===== config.mk =====
export PLATFORM = sky130hd
export DESIGN_NAME = uart_tx_scheduler_flat
export DESIGN_NICKNAME = d
export VERILOG_FILES = /design/src/rtl/uart_tx_scheduler_if.sv /design/src/rtl/uart_tx_scheduler.sv /design/src/flat_wrapper.sv
export SDC_FILE = /design/constraint.sdc
export NUM_CORES = 1
export LEC_CHECK = 0
export ABC_AREA = 1
export CAP_MARGIN = 20
export CORE_ASPECT_RATIO = 0.8
export CORE_MARGIN = 2
export CORE_UTILIZATION = 40
export DETAILED_ROUTE_END_ITERATION = 8
export GPL_TIMING_DRIVEN = 0
export HOLD_SLACK_MARGIN = 0.15
export PLACE_DENSITY = 0.75
export SETUP_SLACK_MARGIN = 0.5
export SLEW_MARGIN = 20
export SYNTH_ARGS = -nofsm -noshare
export SYNTH_HDL_FRONTEND = slang
export SYNTH_SLANG_ARGS = --single-unit

===== constraint.sdc =====
create_clock -name clk48 -period 3.1 [get_ports clk48]
set_input_delay 0.93 -clock clk48 [delete_from_list [all_inputs] [get_ports clk48]]
set_output_delay 0.93 -clock clk48 [all_outputs]
set_load 0.02 [all_outputs]

===== src/rtl/uart_tx_scheduler_if.sv =====
// uart_tx_scheduler_if
//   Groups the byte-producer handshake and the scheduler status signals shared
//   between the producers and uart_tx_scheduler.
//   Signals:
//     req_valid  [NUM_REQ]    per-requester byte-valid (producer -> scheduler)
//     req_data   [8*NUM_REQ]  byte for requester i at [8*i+7:8*i]
//     req_ready  [NUM_REQ]    one-hot accept strobe (scheduler -> producer)
//     grant_id   [3]          owner of the current or last frame
//     busy                    frame in progress
//   Modports: master = producer side, slave = scheduler side.
interface uart_tx_scheduler_if #(
  parameter int unsigned NUM_REQ = 2
);
  logic [NUM_REQ-1:0]   req_valid;
  logic [8*NUM_REQ-1:0] req_data;
  logic [NUM_REQ-1:0]   req_ready;
  logic [2:0]           grant_id;
  logic                 busy;

  modport master (
    output req_valid, req_data,
    input  req_ready, grant_id, busy
  );

  modport slave (
    input  req_valid, req_data,
    output req_ready, grant_id, busy
  );
endinterface


===== src/rtl/uart_tx_scheduler.sv =====
// uart_tx_scheduler
//   Shares one UART TX pin between NUM_REQ byte producers. Round-robin
//   arbitration in IDLE, then the granted byte is serialised 8N1, LSB first.
//   Ports:
//     clk48    system clock, all logic on posedge
//     rst      synchronous active-high reset
//     bus      uart_tx_scheduler_if.slave (req_valid/req_data/req_ready/
//              grant_id/busy)
//     uart_tx  serial output, idle high, driven from a flop
//   Build option: UART_TX_PARITY_EN adds an even-parity bit between the data
//   bits and the stop bit (frame becomes 11 bit times).
module uart_tx_scheduler #(
  parameter int unsigned NUM_REQ      = 2,
  parameter int unsigned CLKS_PER_BIT = 416
) (
  input  logic                 clk48,
  input  logic                 rst,
  uart_tx_scheduler_if.slave   bus,
  output logic                 uart_tx
);

  localparam int unsigned CW = (CLKS_PER_BIT > 1) ? $clog2(CLKS_PER_BIT) : 1;

  typedef enum logic [2:0] {
    S_IDLE,
    S_START,
    S_DATA,
`ifdef UART_TX_PARITY_EN
    S_PARITY,
`endif
    S_STOP
  } state_t;

  state_t               state_q, state_d;
  logic [CW-1:0]        cnt_q, cnt_d;
  logic [2:0]           bit_q, bit_d;
  logic [7:0]           shift_q, shift_d;
  logic                 par_q, par_d;
  logic                 tx_q, tx_d;
  logic                 busy_q, busy_d;
  logic [2:0]           grant_q, grant_d;
  logic [2:0]           rr_q, rr_d;

  logic                 found;
  logic [2:0]           cand;
  int unsigned          idx;
  logic [NUM_REQ-1:0]   vshift;
  logic [8*NUM_REQ-1:0] dshift;
  logic [7:0]           cand_byte;
  logic                 last;

  // Search from rr_ptr+1 upward with wrap; the first valid requester wins.
  always_comb begin
    found  = 1'b0;
    cand   = '0;
    idx    = 0;
    vshift = '0;
    for (int unsigned i = 1; i <= NUM_REQ; i++) begin
      idx    = (32'(rr_q) + i) % NUM_REQ;
      vshift = bus.req_valid >> idx;
      if (!found && vshift[0]) begin
        found = 1'b1;
        cand  = 3'(idx);
      end
    end
  end

  always_comb begin
    dshift    = bus.req_data >> {cand, 3'b000};
    cand_byte = dshift[7:0];
  end

  always_comb begin
    bus.req_ready = '0;
    if (state_q == S_IDLE && found && !rst)
      bus.req_ready = NUM_REQ'(1) << cand;
  end

  assign last = (cnt_q == CW'(CLKS_PER_BIT - 1));

  // tx_d is the line level for the following cycle, so every transition
  // loads the first level of the state being entered.
  always_comb begin
    state_d = state_q;
    cnt_d   = cnt_q;
    bit_d   = bit_q;
    shift_d = shift_q;
    par_d   = par_q;
    tx_d    = tx_q;
    busy_d  = busy_q;
    grant_d = grant_q;
    rr_d    = rr_q;
    unique case (state_q)
      S_IDLE: begin
        cnt_d = '0;
        bit_d = '0;
        tx_d  = 1'b1;
        if (found) begin
          shift_d = cand_byte;
          par_d   = ^cand_byte;
          grant_d = cand;
          rr_d    = cand;
          busy_d  = 1'b1;
          tx_d    = 1'b0;
          state_d = S_START;
        end
      end
      S_START: begin
        if (last) begin
          cnt_d   = '0;
          tx_d    = shift_q[0];
          state_d = S_DATA;
        end else begin
          cnt_d = cnt_q + CW'(1);
        end
      end
      S_DATA: begin
        if (last) begin
          cnt_d = '0;
          if (bit_q == 3'd7) begin
`ifdef UART_TX_PARITY_EN
            tx_d    = par_q;
            state_d = S_PARITY;
`else
            tx_d    = 1'b1;
            state_d = S_STOP;
`endif
          end else begin
            bit_d   = bit_q + 3'd1;
            shift_d = shift_q >> 1;
            tx_d    = shift_q[1];
          end
        end else begin
          cnt_d = cnt_q + CW'(1);
        end
      end
`ifdef UART_TX_PARITY_EN
      S_PARITY: begin
        if (last) begin
          cnt_d   = '0;
          tx_d    = 1'b1;
          state_d = S_STOP;
        end else begin
          cnt_d = cnt_q + CW'(1);
        end
      end
`endif
      S_STOP: begin
        if (last) begin
          cnt_d   = '0;
          tx_d    = 1'b1;
          busy_d  = 1'b0;
          state_d = S_IDLE;
        end else begin
          cnt_d = cnt_q + CW'(1);
        end
      end
      default: begin
        tx_d    = 1'b1;
        busy_d  = 1'b0;
        state_d = S_IDLE;
      end
    endcase
  end

  always_ff @(posedge clk48) begin
    if (rst) begin
      state_q <= S_IDLE;
      cnt_q   <= '0;
      bit_q   <= '0;
      shift_q <= '0;
      par_q   <= 1'b0;
      tx_q    <= 1'b1;
      busy_q  <= 1'b0;
      grant_q <= '0;
      rr_q    <= 3'(NUM_REQ - 1);
    end else begin
      state_q <= state_d;
      cnt_q   <= cnt_d;
      bit_q   <= bit_d;
      shift_q <= shift_d;
      par_q   <= par_d;
      tx_q    <= tx_d;
      busy_q  <= busy_d;
      grant_q <= grant_d;
      rr_q    <= rr_d;
    end
  end

  assign uart_tx      = tx_q;
  assign bus.busy     = busy_q;
  assign bus.grant_id = grant_q;

endmodule


===== src/flat_wrapper.sv =====
// flat-port wrapper written by rule: the top's interface ports become plain ports
module uart_tx_scheduler_flat 
#(
  parameter int unsigned NUM_REQ      = 2,
  parameter int unsigned CLKS_PER_BIT = 416
)
  (clk48, rst, uart_tx, bus_req_valid, bus_req_data, bus_req_ready, bus_grant_id, bus_busy);
  uart_tx_scheduler_if #(.NUM_REQ(NUM_REQ)) bus_i ();
  input  logic clk48;
  input  logic rst;
  output logic uart_tx;
  input wire logic [$bits(bus_i.req_valid)-1:0] bus_req_valid;
  input wire logic [$bits(bus_i.req_data)-1:0] bus_req_data;
  output wire logic [$bits(bus_i.req_ready)-1:0] bus_req_ready;
  output wire logic [$bits(bus_i.grant_id)-1:0] bus_grant_id;
  output wire logic [$bits(bus_i.busy)-1:0] bus_busy;
  assign bus_i.req_valid = bus_req_valid;
  assign bus_i.req_data = bus_req_data;
  assign bus_req_ready = bus_i.req_ready;
  assign bus_grant_id = bus_i.grant_id;
  assign bus_busy = bus_i.busy;
  uart_tx_scheduler #(.NUM_REQ(NUM_REQ), .CLKS_PER_BIT(CLKS_PER_BIT)) u_core (.clk48(clk48), .rst(rst), .bus(bus_i), .uart_tx(uart_tx));
endmodule

==> results.md, run 1 <==
* Worst Max-Slew Pin Slew at slightly below 0.6 ns
* DRC Markers at 0
* Antenna-violating nets left at 0
* Placed cells at 330
* Cell taking the most area after synthesis: dfxtp_1
* Final Hold Vio Count at 0
* Nets@finish at between 300 and 400
* CP Data Arrival Time at approximately 1.6 ns
* Chip height at between 60 and 70 µm
* 1st-pass router iterations at 4
* WL final at around 3700 µm
* Via count at ~1600
* GRT Total Usage at 0.1727
* Final Cycle Share at 0.8239
* Pins Over Slew Limit at 0
* Clk slew on worst S/H paths at around 0.080 ns
* Critical Path RT at 2.17 ns
* Critical path type: in -> out
* Vias in the first global route at between 1000 and 1500
* N_diodes at 0
* Final GP Congestion at a little under 0.9
* Slowest-stage cell, CP: or2_4
* First-pass GRT wire length at ~6000 µm
* Mapped cell area at approximately 1600 µm²
* CTS tree: yes
* FILL cells at 378
* Final setup fails at 0
* Crit. End Element: output port
* Fin cells at 336
* Synth top area cells: dfxtp_1 32%, nand2_1 16%, nand3_1 10%
* Avg Vias per Cell at 4.652
* GRT Residual Overflow at 0
* Cell chain of the critical path: buf_6 -> or2_4 -> nand2_4 -> nor3_2 -> buf_4
* Design Power at roughly 0.0015 W
* CTS Buffer Depth at 2
* CTS Buf Count at 3
* Fmax at approximately 390 MHz
* Die area at 4619 µm²
* Syn Inst Count at around 250
* IO Port Bufs at 23
* Share of Yosys cell area claimed by the top area cell type at 0.3183
* Most frequent cells in the layout: 65 x nand2_1, 34 x nand3_1, 26 x inv_1, 26 x dfxtp_1, 24 x a21oi_1
* #FFs+latches synth at 26
* Commonest non-fill, non-tap cell in the layout: nand2_1
* Worst setup margin at between 0.5 and 0.6 ns
* Ports at 27
* P&R area growth vs syn at 25.86%
* RSZ-0062 raised after global routing: false
* Peak VDD IR at 0.0005063 V
* Unique masters post-synth at 21
* TritonCTS Sinks at 26
* CORE AREA at between 3000 and 4000 µm²
* LEAKAGE at around 0.97 nW
* Shortest period the worst path allows at around 2.6 ns
* Hpwl dp at 2718 µm
* Place WS at -0.5747 ns
* Sequential-to-total area share from yosys stat at 0.3183
* Critical Path Fanout Max at 8
* Cell family with most CP delay: simple AND/OR/NAND/NOR gates
* Worst min path class: reg -> reg
* Clk root buf: clkbuf_8
* Starting Density at 0.4244
* Slew margin rel. at 0.6033
* Die X-Extent at between 70 and 80 µm
* CP peak stage delay at 0.29 ns
* Max-Cap Viols at 0
* CP Buf/Inv Count at 2
* Critical path launch point type: primary input
* Final Cell Area at between 2000 and 2500 µm²
* WL/cell at roughly 11 µm
* Power per cell area at 720.2 nW/µm²
* Share of layout cells above drive strength 1 at 0.1317
* Clock skew at 0.002434 ns
* Largest net degree at the start of global routing at 14
* H-tree levels at 1
* Mean Syn Cell Area at 6.515 µm²
* Initial antenna violation count at 0
* Row cnt at 20
* Status: finished, final reports clean
* Cell Area, Placed at slightly below 2000 µm²
* Ys Warns at 0
* Iter 0 DRT Violations at between 50 and 60
* Worst skew pair latency at 0.27 ns
[registers in the layout, summed over array words and instances, names as in the netlist]
name	cells
u_core.cnt_q	9
u_core.shift_q	8
u_core.uart_tx	1
u_core.bus.grant_id	1
u_core.bus.busy	1
u_core.state_q	2
u_core.bit_q	3
u_core.rr_q	1
[tightest hold or removal path, stage by stage (launching register included)]
cell	delay (ns)
dfxtp_1	0.31
inv_1	0.05
a21oi_1	0.05
[final timing paths]
path	start	end	slack [ns]	cells after the start
max	bus_req_valid[1]	bus_req_ready[0]	0.55	5
min	u_core.bus.busy	u_core.bus.busy	0.45	2
max reg2reg	u_core.state_q[0]	u_core.cnt_q[5]	1.35	5
min reg2reg	u_core.bus.busy	u_core.bus.busy	0.45	2
[power by group]
group          switching (W)  total (W)  internal [W]
combinational       0.000490   0.000813      0.000323
clock              0.0000989   0.000186     0.0000870
sequential         0.0000585   0.000484      0.000425
[layout make-up]
cell class                      instances  area, µm²  area share
Buffer                                  9      81.33     0.03951
Clock buffer                            3      41.29     0.02006
Inverter                               28      110.1     0.05350
Multi-Input combinational cell        189      991.0      0.4815
Sequential cell                        26      520.5      0.2529
Tap cell                               55      68.82     0.03343
Timing Repair Buffer                   26      245.2      0.1191
[through the flow]
step                utilization  hold slack, ns  setup TNS (ns)
finish                   0.5341          0.4498               0
global route             0.5341          0.4956               0
floorplan                     -          0.4287               0
detailed placement       0.5049          0.4395          -1.105
global placement         0.5049          0.4373          -1.099
CTS                      0.5341          0.4561               0
[layer usage]
| layer | vias up | track usage | routed length [µm] | share of wire |
|---|---|---|---|---|
| met1 | 674 | 0.2375 | 1928 | 0.52 |
| li1 | 859 | - | - | - |
| met2 | 28 | 0.2820 | 1599 | 0.43 |
| met3 | 2 | 0.04092 | 140 | 0.038 |
| met5 | - | 0 | 0 | 0 |
| met4 | 0 | 0.03008 | 22 | 0.0060 |
[what timing repair did]
item,in CTS,in global routing
buffers inserted,3,0
hold buffers,0,0
setup endpoints to repair,2,0
gates resized for setup,31,0
[kinds of logic (layout without fill, tap and decap cells)]
family / Yosys count / count (layout) / synth area share
simple gates: 143 / 143 / 0.3956
buf+inv: 37 / 66 / 0.1079
compound gates: 35 / 35 / 0.1071
flops: 26 / 26 / 0.3183
fa+ha+maj: 9 / 9 / 0.06886
other cells: 1 / 2 / 0.002293
[cell usage after synthesis]
master     n
a21oi_1   24
buf_4      2
buf_6      4
clkbuf_1   3
conb_1     1
dfxtp_1   26
ha_1       9
inv_1     27
inv_2      1
nand2_1   68
nand2_2    2
nand3_1   34
nand3_2    3
nand4_1    2
nor2_1    23
nor2_4     2
nor3_1     1
o21ai_0   11
or2_2      6
or2_4      1
or3_1      1
No activity file was read; power rests on OpenSTA's default activity.
==> run 2: changes to the inputs <==
- PLACE_DENSITY: 0.75 -> 0.77
- clock period: 3.1 -> 2.1 ns (I/O delays scaled with it)
==> run 2 against run 1 <==
  * Design area increased by 7.0%
  * Die area is the same
  * Routed wire length increased by 3.2%
  * Critical path depth stayed put
  * Clock power up 49%
  * Power rose by 61%
  * Clock skew increased by 0.0020 ns
  * Setup slack got worse by 0.31 ns
  * Count of clock-buffer cells in the layout stayed put
  * Utilization increased by 3.7 points
  * Critical endpoint unchanged
  * Largest power group unchanged
==> results.md, run 2 (synthesis results as in run 1) <==
* Initial antenna violation count at 0 (unchanged)
* CTS Buffer Depth at 2 (unchanged)
* Hold Slack at 0.4502 ns (+0.0004530 ns)
* Hpwl dp at 2715 µm (about the same)
* IO Port Bufs at 23 (unchanged)
* Final setup fails at 0 (unchanged)
* Iter 0 DRT Violations at 71 (+31%)
* WL/cell at 11.17 µm (+1.7%)
* Met2 Use GR at 0.2770 (-0.004969)
* Die area at 4619 µm² (unchanged)
* Final TNS setup at 0 ns (unchanged)
* Share of layout cells above drive strength 1 at 0.2168 (+0.08511)
* Worst skew pair latency at 0.27 ns (about the same)
* TritonCTS Sinks at 26 (unchanged)
* Fmax at 537.5 MHz
* Max FFs per register at 9 (unchanged)
* Commonest non-fill, non-tap cell in the layout: nand2_1
* 1st-pass router iterations at 4 (unchanged)
* Status: finished, final reports clean
* Fin util at 0.5714 (+0.03734)
* CTS tree: yes
* N_diodes at 0 (unchanged)
* CORE AREA at 3854 µm² (unchanged)
* Die X-Extent at 75.49 µm (unchanged)
* Met3 Usage GRT at 0.03437 (-0.006547)
* Via count at 1612 (+3.1%)
* Final Cell Area at 2202 µm² (+7.0%)
* Clk root buf: clkbuf_8
* Reg with most FFs: u_core.cnt_q
* Pins Over Slew Limit at 0 (unchanged)
* Nets@finish at 317 (+1.6%)
* Power per cell area at 1082 nW/µm² (+50%)
* Critical Path Fanout Max at 2 (-6)
* Most frequent cells in the layout: 63 x nand2_1, 34 x nand3_1, 23 x inv_1, 23 x dfxtp_1, 22 x a21oi_1
* Ports at 27 (unchanged)
* Design Power at 0.002382 W (+61%)
* H-tree levels at 1 (unchanged)
* Avg Vias per Cell at 4.727 (+1.6%)
* GRT Total Usage at 0.1752 (+0.002546)
* Cell chain of the critical path: buf_8 -> or2_4 -> nand2_4 -> nor3_4 -> buf_6
* Clk slew on worst S/H paths at 0.08 ns (about the same)
* Final GP Congestion at 0.8309 (-3.9%)
* Crit. End Element: output port
* Vias in the first global route at 1387 (+1.8%)
* WL final at 3809 µm (+3.2%)
* Routing usage on met1 at 0.2425 (+0.004930)
* CP peak stage delay at 0.26 ns (-0.03 ns)
* CP Data Arrival Time at 1.23 ns (-0.39 ns)
* DRC Markers at 0 (unchanged)
* Starting Density at 0.4244 (unchanged)
* Crit. Startpoint: bus_req_valid[0]
* Global routing's busiest layer: met2
* Largest regs: u_core.cnt_q x9, u_core.shift_q x8, u_core.bit_q x3
* CTS Buf Count at 3 (unchanged)
* Final Cycle Share at 0.8860
* Critical Path RT at 1.47 ns (-0.70 ns)
* Clock skew at 0.004409 ns (+0.001975 ns)
* LEAKAGE at 1.007 nW (+4.0%)
* Critical path launch point type: primary input
* Peak VDD IR at 0.0007421 V (+47%)
* RSZ-0062 raised after global routing: true
* P&R area growth vs syn at 34.66%
* Final Hold Vio Count at 0 (unchanged)
* Worst hold start: u_core.bus.busy
* Critical path type: in -> out
* Largest net degree at the start of global routing at 14 (unchanged)
* Chip height at 61.19 µm (unchanged)
* Worst min path class: reg -> reg
* Shortest period the worst path allows at approximately 1.9 ns
* Cell Area, Placed at 2016 µm² (+3.6%)
* Max-Cap Viols at 0 (unchanged)
* Antenna-violating nets left at 0 (unchanged)
* Slowest-stage cell, CP: or2_4
* Reg2reg start: u_core.cnt_q[0]
* GRT Residual Overflow at 0 (unchanged)
* Row cnt at 20 (unchanged)
* First-pass GRT wire length at 6099 µm (+0.23%)
[run 2: cell types whose count changed in the layout (fill, tap and decap cells not counted), moves of 3 or more]
cell	delta
buf_4	+5
ha_1	-4
clkdlybuf4s50_1	-3
dfxtp_1	-3
ha_2	+3
inv_1	-3
nor2_1	-3
[run 2: metrics by stage]
stage / std cells / setup WS [ns]
2_1_floorplan: 252 / 0.3228
3_3_place_gp: 330 / -0.8176
3_5_place_dp: 330 / -0.8233
4_1_cts: 339 / 0.2261
5_1_grt: 341 / 0.2190
6_report: 341 / 0.2395
[run 2: repair_timing]
item / in CTS / in global routing
setup buffers: 6 / 2
cloned: 0 / 0
setup endpoints to repair: 25 / 17
pin swaps: 6 / 3
hold buffers: 0 / 0
gates resized for setup: 40 / 23
endpoints found under the hold margin: 0 / 0
[run 2: final timing paths]
check / endpoint / slack [ns] / cells past startpoint
worst min-delay path: u_core.bus.busy / 0.45 / 2
worst min register to register: u_core.bus.busy / 0.45 / 2
worst max register to register: u_core.shift_q[1] / 0.55 / 9
worst max-delay path: bus_req_ready[0] / 0.24 / 5
[run 2: metal layers]
layer  part of all wire  wire [µm]  vias up
met4              0.011         42        0
met1               0.50       1894      705
li1                   -          -      873
met3              0.039        150        5
met5                  0          0        -
met2               0.45       1722       29
[run 2: critical path: cells and delay by family]
kind | cells | cell delay, ns
buffers and inverters | 2 | 0.23
and+or+nand+nor | 3 | 0.37
[run 2: cell type report]
type | count | area [µm²]
fill | 372 | 1652
multi-input combinational | 189 | 1056
sequential | 26 | 529.3
timing repair buffer | 31 | 291.5
inverter | 28 | 117.6
buffer | 9 | 97.59
tap | 55 | 68.82
clock buffer | 3 | 41.29
[run 2: power breakdown]
part	internal [W]	switching, W
sequential	0.000639	0.0000868
combinational	0.000584	0.000795
clock	0.000129	0.000149
total	0.00135	0.00103
